<file path="config.mk">
export PLATFORM = sky130hd
export DESIGN_NAME = drp_reg_target_flat
export DESIGN_NICKNAME = d
export VERILOG_FILES = /design/src/rtl/drp_reg_target_if.sv /design/src/rtl/drp_reg_target.sv /design/src/flat_wrapper.sv
export SDC_FILE = /design/constraint.sdc
export NUM_CORES = 1
export LEC_CHECK = 0
export CAP_MARGIN = 20
export CORE_MARGIN = 4
export CORE_UTILIZATION = 60
export CTS_CLUSTER_DIAMETER = 30
export CTS_CLUSTER_SIZE = 25
export DETAILED_ROUTE_END_ITERATION = 7
export GPL_TIMING_DRIVEN = 0
export PLACE_DENSITY = 0.79
export SLEW_MARGIN = 20
export SYNTH_ARGS = -nofsm -noshare
export SYNTH_HDL_FRONTEND = slang
export SYNTH_SLANG_ARGS = --single-unit
</file>
<file path="constraint.sdc">
create_clock -name s_drpclk -period 4.3 [get_ports s_drpclk]
set_input_delay 1.29 -clock s_drpclk [delete_from_list [all_inputs] [get_ports s_drpclk]]
set_output_delay 1.29 -clock s_drpclk [all_outputs]
set_load 0.01 [all_outputs]
</file>
<file path="src/rtl/drp_reg_target_if.sv">
// DRP bus bundle between a DRP master and a register target.
// The master drives the request strobe; the target returns data, ready and status.
interface drp_reg_target_if #(
    parameter int ADDR_WIDTH = 9,
    parameter int DATA_WIDTH = 16
);
    logic [ADDR_WIDTH-1:0] drpaddr;
    logic [DATA_WIDTH-1:0] drpdi;
    logic                  drpen;
    logic                  drpwe;
    logic [DATA_WIDTH-1:0] drpdo;
    logic                  drprdy;
    logic                  busy;
    logic [7:0]            err_cnt;

    modport master (
        output drpaddr, drpdi, drpen, drpwe,
        input  drpdo, drprdy, busy, err_cnt
    );

    modport slave (
        input  drpaddr, drpdi, drpen, drpwe,
        output drpdo, drprdy, busy, err_cnt
    );
endinterface

</file>
<file path="src/rtl/drp_reg_target.sv">
// DRP responder: fixed-latency single-outstanding access to a small register bank.
// Address 0 is a read-only ID; EN pulses that arrive while busy are counted.
module drp_reg_target #(
    parameter int                  ADDR_WIDTH = 9,
    parameter int                  DATA_WIDTH = 16,
    parameter int                  NUM_REGS   = 16,
    parameter int                  LATENCY    = 3,
    parameter logic [DATA_WIDTH-1:0] ID_VALUE  = 16'hD5A0,
    parameter logic [DATA_WIDTH-1:0] OOR_VALUE = 16'hBAD0
) (
    input  logic               s_drpclk,
    input  logic               s_drprstn,
    drp_reg_target_if.slave    drp
);
    localparam int         IW     = (NUM_REGS > 1) ? $clog2(NUM_REGS) : 1;
    localparam logic [3:0] LAT_M1 = 4'(LATENCY - 1);

    typedef enum logic [1:0] {IDLE, WAIT, DONE} state_t;

    state_t                state, state_n;
    logic [3:0]            cnt, cnt_n;
    logic                  accept;

    logic [ADDR_WIDTH-1:0] addr_q;
    logic [DATA_WIDTH-1:0] di_q;
    logic                  we_q;

    logic [ADDR_WIDTH-1:0] eff_addr;
    logic [DATA_WIDTH-1:0] eff_di;
    logic                  eff_we;
    logic                  in_range;
    logic [IW-1:0]         idx;
    logic [DATA_WIDTH-1:0] rdata;

    logic [DATA_WIDTH-1:0] regs [NUM_REGS];
    logic [DATA_WIDTH-1:0] do_q;
    logic                  rdy_q;
    logic                  busy_q;
    logic [7:0]            err_q;

    always_ff @(posedge s_drpclk) begin
        if (!s_drprstn) begin
            state <= IDLE;
            cnt   <= '0;
        end else begin
            state <= state_n;
            cnt   <= cnt_n;
        end
    end

    always_comb begin
        state_n = state;
        cnt_n   = cnt;
        accept  = 1'b0;
        unique case (state)
            IDLE, DONE: begin
                state_n = IDLE;
                if (drp.drpen) begin
                    accept  = 1'b1;
                    cnt_n   = LAT_M1;
                    state_n = (LATENCY == 1) ? DONE : WAIT;
                end
            end
            WAIT: begin
                cnt_n = cnt - 4'd1;
                if (cnt == 4'd1) state_n = DONE;
            end
            default: state_n = IDLE;
        endcase
    end

    // With LATENCY=1 the DONE entry coincides with acceptance, so bypass the latches.
    always_comb begin
        eff_addr = accept ? drp.drpaddr : addr_q;
        eff_di   = accept ? drp.drpdi   : di_q;
        eff_we   = accept ? drp.drpwe   : we_q;
        in_range = {1'b0, eff_addr} < (ADDR_WIDTH + 1)'(NUM_REGS);
        idx      = eff_addr[IW-1:0];
        if (eff_addr == '0)
            rdata = ID_VALUE;
        else if (in_range)
            rdata = regs[idx];
        else
            rdata = OOR_VALUE;
    end

    always_ff @(posedge s_drpclk) begin
        if (!s_drprstn) begin
            addr_q <= '0;
            di_q   <= '0;
            we_q   <= 1'b0;
            do_q   <= '0;
            rdy_q  <= 1'b0;
            busy_q <= 1'b0;
            err_q  <= '0;
            for (int i = 0; i < NUM_REGS; i++) regs[i] <= '0;
        end else begin
            if (accept) begin
                addr_q <= drp.drpaddr;
                di_q   <= drp.drpdi;
                we_q   <= drp.drpwe;
            end
            if (state_n == DONE && eff_we && in_range && eff_addr != '0)
                regs[idx] <= eff_di;
            do_q   <= (state_n == DONE && !eff_we) ? rdata : '0;
            rdy_q  <= (state_n == DONE);
            busy_q <= (state_n == WAIT);
            if (drp.drpen && state == WAIT && err_q != 8'hFF)
                err_q <= err_q + 8'd1;
        end
    end

    assign drp.drpdo   = do_q;
    assign drp.drprdy  = rdy_q;
    assign drp.busy    = busy_q;
    assign drp.err_cnt = err_q;
endmodule
</file>
<file path="src/flat_wrapper.sv">
// flat-port wrapper written by rule: the top's interface ports become plain ports
module drp_reg_target_flat 
#(
    parameter int                  ADDR_WIDTH = 9,
    parameter int                  DATA_WIDTH = 16,
    parameter int                  NUM_REGS   = 16,
    parameter int                  LATENCY    = 3,
    parameter logic [DATA_WIDTH-1:0] ID_VALUE  = 16'hD5A0,
    parameter logic [DATA_WIDTH-1:0] OOR_VALUE = 16'hBAD0
)
  (s_drpclk, s_drprstn, drp_drpaddr, drp_drpdi, drp_drpen, drp_drpwe, drp_drpdo, drp_drprdy, drp_busy, drp_err_cnt);
  drp_reg_target_if #(.ADDR_WIDTH(ADDR_WIDTH), .DATA_WIDTH(DATA_WIDTH)) drp_i ();
  input  logic s_drpclk;
  input  logic s_drprstn;
  input wire logic [$bits(drp_i.drpaddr)-1:0] drp_drpaddr;
  input wire logic [$bits(drp_i.drpdi)-1:0] drp_drpdi;
  input wire logic [$bits(drp_i.drpen)-1:0] drp_drpen;
  input wire logic [$bits(drp_i.drpwe)-1:0] drp_drpwe;
  output wire logic [$bits(drp_i.drpdo)-1:0] drp_drpdo;
  output wire logic [$bits(drp_i.drprdy)-1:0] drp_drprdy;
  output wire logic [$bits(drp_i.busy)-1:0] drp_busy;
  output wire logic [$bits(drp_i.err_cnt)-1:0] drp_err_cnt;
  assign drp_i.drpaddr = drp_drpaddr;
  assign drp_i.drpdi = drp_drpdi;
  assign drp_i.drpen = drp_drpen;
  assign drp_i.drpwe = drp_drpwe;
  assign drp_drpdo = drp_i.drpdo;
  assign drp_drprdy = drp_i.drprdy;
  assign drp_busy = drp_i.busy;
  assign drp_err_cnt = drp_i.err_cnt;
  drp_reg_target #(.ADDR_WIDTH(ADDR_WIDTH), .DATA_WIDTH(DATA_WIDTH), .NUM_REGS(NUM_REGS), .LATENCY(LATENCY), .ID_VALUE(ID_VALUE), .OOR_VALUE(OOR_VALUE)) u_core (.s_drpclk(s_drpclk), .s_drprstn(s_drprstn), .drp(drp_i));
endmodule
</file>
==> reports/qor.csv <==
metric;value;unit
routed len/inst;24.93;µm
r2r setup slk;900;ps
run status;finished clean;
FP Rows;54;
P_leak;5.699;nW
Reg2Reg Depth;9;
kind of critical path;input pin to register;
Hold WS;458.1;ps
Initial Util;0.6090;
delay-heaviest family, CP;simple AND/OR/NAND/NOR gates;
CTS Buf Count;51;
Layout Nets;1256;
htree depth;2;
synthesized netlist cell count;1101;
Cell Chain, Critical Path;clkdlybuf4s50_1 -> or4b_1 -> o31a_1 -> o32ai_4 -> nor3_4 -> nand2_2 -> buf_4 -> nand2_2;
predominant post-synthesis flop cell;edfxtp_1;
clk slew on worst S/H paths;50;ps
die width;156.6;µm
DP HPWL;25240;µm
EDFF count, synth;256;
fin. max-slew vios;0;
CP required;4420;ps
Bufs and invs on worst path;2;
ANT nets after route;0;
initial antenna violation count;0;
Worst-Skew Late Latency;560;ps
commonest cells in the netlist;285 x nor2_1, 256 x edfxtp_1, 160 x nand2_1;
worst vdd ir;534.1;µV
clock root cell;clkbuf_16;
HP Class;register to register;
# DRC;0;
Slew @ Worst Pin;1145;ps
final std cell area, no fill;0.01604;mm²
Tmin final;4291;ps
core area;0.02176;mm²
Reg area;0.008848;mm²
I/O pin count;55;
Post-Route WL;38540;µm
vias;9940;
I/O Buffers;53;
global route overflow;0;
DR pass1 iterations;6;
Hold Fails Final Rpt;0;
hold path cells;2;
Slew headroom;0.2330;
first-pass GRT wire length;57440;µm
area leader, netlist;edfxtp_1;
Max-Cap Viols;0;
FFs w/ async S/R, synth;0;
Worst Clk Skew;20.61;ps
area delta synth->final;21.09;%
most used cell along the critical path;nand2_2;
Critical Path AT;4410;ps
Final Cycle Share;0.9979;
ranking of synthesized cells by area;edfxtp_1 58%, dfxtp_1 8.8%, nor2_1 8.1%;
Area after DPL;0.01419;mm²
vias in the first global route;9913;
Ys Warns;0;
share of the synthesized area in the top cell type;0.5802;
Antenna Cells;0;
share of layout cells above drive strength 1;0.1635;
sequential fraction of the synthesis area;0.6679;
CP max stage cell;clkdlybuf4s50_1;
TNS Setup;0;ps
reg-to-reg startpoint;u_core.state[0];
Chip Height;156.6;µm
Initial DRC Count;1379;
Worst setup SP type;input pin;
CP endpoint kind;register;
Worst R2R End;u_core.drp.drpdo[11];
Synth Area per Inst;12.03;µm²
#FFs+latches synth;314;
achievable frequency;0.2331;GHz
# setup viols final;0;
maximum fanout along the worst path;16;
Die ar.;0.02452;mm²
gr usage total;0.3179;
Crit path largest cell delay;670;ps
largest net degree at the start of global routing;26;
post-synth design cell area;0.01325;mm²
vias per cell;6.429;
Placer Congestion;1.012;
CTS tree;built;
CTS Sinks;314;
fill count;1403;
Clock Path Buffers;3;
top-count cell post-synth;nor2_1;
Worst Hold Launch;u_core.addr_q[5];
Synth cell types;59;
Power Density;510.3;mW/mm²
Hold Path Sink;u_core.addr_q[5];
area of the multi-input gates;0.004203;mm²
## power breakdown
group | total, mW | internal [mW] | switching [mW]
Clock | 4.02 | 2.56 | 1.46
Combinational | 0.733 | 0.220 | 0.513
Sequential | 3.44 | 3.40 | 0.0418
## cells in the final DEF (no fill, tap or decap), drive strengths merged, types with 3 or more instances in the layout
master and count:
nor4 15, inv 11, nand2b 3, nor4bb 3, o22ai 7, a41oi 4
buf 43, nand3 16, dfxtp 58, o32ai 7, nor3 13, mux2 4
nand2 169, a21oi 47, clkdlybuf4s50 53, or3 4, ha 3, a2111oi 3
mux2i 37, a31oi 11, bufinv 4, xnor2 4, clkinvlp 6, nor2 285
edfxtp 256, a311oi 6, nand4 4, clkbuf 90, conb 16, mux4 26
o21ai 5, clkinv 23
## worst max path at each step
stage	start	to	slack (ps)	cells after the start
finish	drp_drpen	u_core.regs[10][13]	9	8
global route	drp_drpen	u_core.regs[1][5]	-5	8
CTS	drp_drpen	u_core.regs[13][13]	-3	9
detailed placement	drp_drpen	u_core.regs[15][0]	-1050	8
global placement	drp_drpen	u_core.regs[15][0]	-1000	8
floorplan	drp_drpaddr[7]	u_core.regs[3][0]	660	7
## timing repair
action,CTS,global route
setup buffers,0,2
pin swaps,0,1
endpoints found under the setup margin,240,244
gates resized for setup,22,15
hold buffers,0,0
## worst reg2reg max path: stages, from the launching register on
cell,delay (ps)
dfxtp_1,470
nand2b_1,260
buf_4,260
mux2i_4,440
buf_2,330
buf_1,740
nand2_1,230
a21oi_1,180
nor2_1,60
a31oi_1,310
## area by class of cell
cell class,instances,share of cell area
multi-input cells,722,0.2620
clock buffers,58,0.08634
flip-flops and latches,314,0.5516
well taps,280,0.02184
repair buffers,55,0.03400
clock inverters,37,0.02067
plain buffers,73,0.02199
inverters,7,0.001638
## through the flow
step | worst slack, ps | util | std cells | power [mW]
after floorplan | 658.8 | - | 1116 | 3.910
after global placement | -1002 | 0.6521 | 1449 | 4.163
after detailed placement | -1048 | 0.6524 | 1449 | 4.180
after CTS | -2.820 | 0.7341 | 1544 | 8.143
after global routing | -4.623 | 0.7374 | 1546 | 8.373
final | 9.182 | 0.7374 | 1546 | 8.187
## per-layer routing
metal | global-route usage | routed length (µm) | vias to the layer above
met3 | 0.06665 | 4537 | 203
met1 | 0.4083 | 13470 | 4756
met2 | 0.5004 | 17770 | 806
met4 | 0.1942 | 2769 | 0
met5 | 0 | 0 | -
li1 | - | - | 4175
## state kept, by name, indices dropped and copies added (netlist names)
| name | flops |
|---|---|
| u_core.state | 2 |
| u_core.drp.drprdy | 1 |
| u_core.regs | 256 |
| u_core.we_q | 1 |
| u_core.di_q | 16 |
| u_core.addr_q | 9 |
| u_core.cnt | 4 |
| u_core.drp.drpdo | 16 |
| u_core.drp.err_cnt | 8 |
| u_core.drp.busy | 1 |
## cells by family after synthesis
family	share of synthesized area
other cells	0.0002830
simple gates	0.1657
buf+inv	0.02795
fa+ha+maj	0.002833
xor+xnor	0.003305
flops	0.6679
compound gates	0.05553
mux	0.07649
No activity file was read; power rests on OpenSTA's default activity.
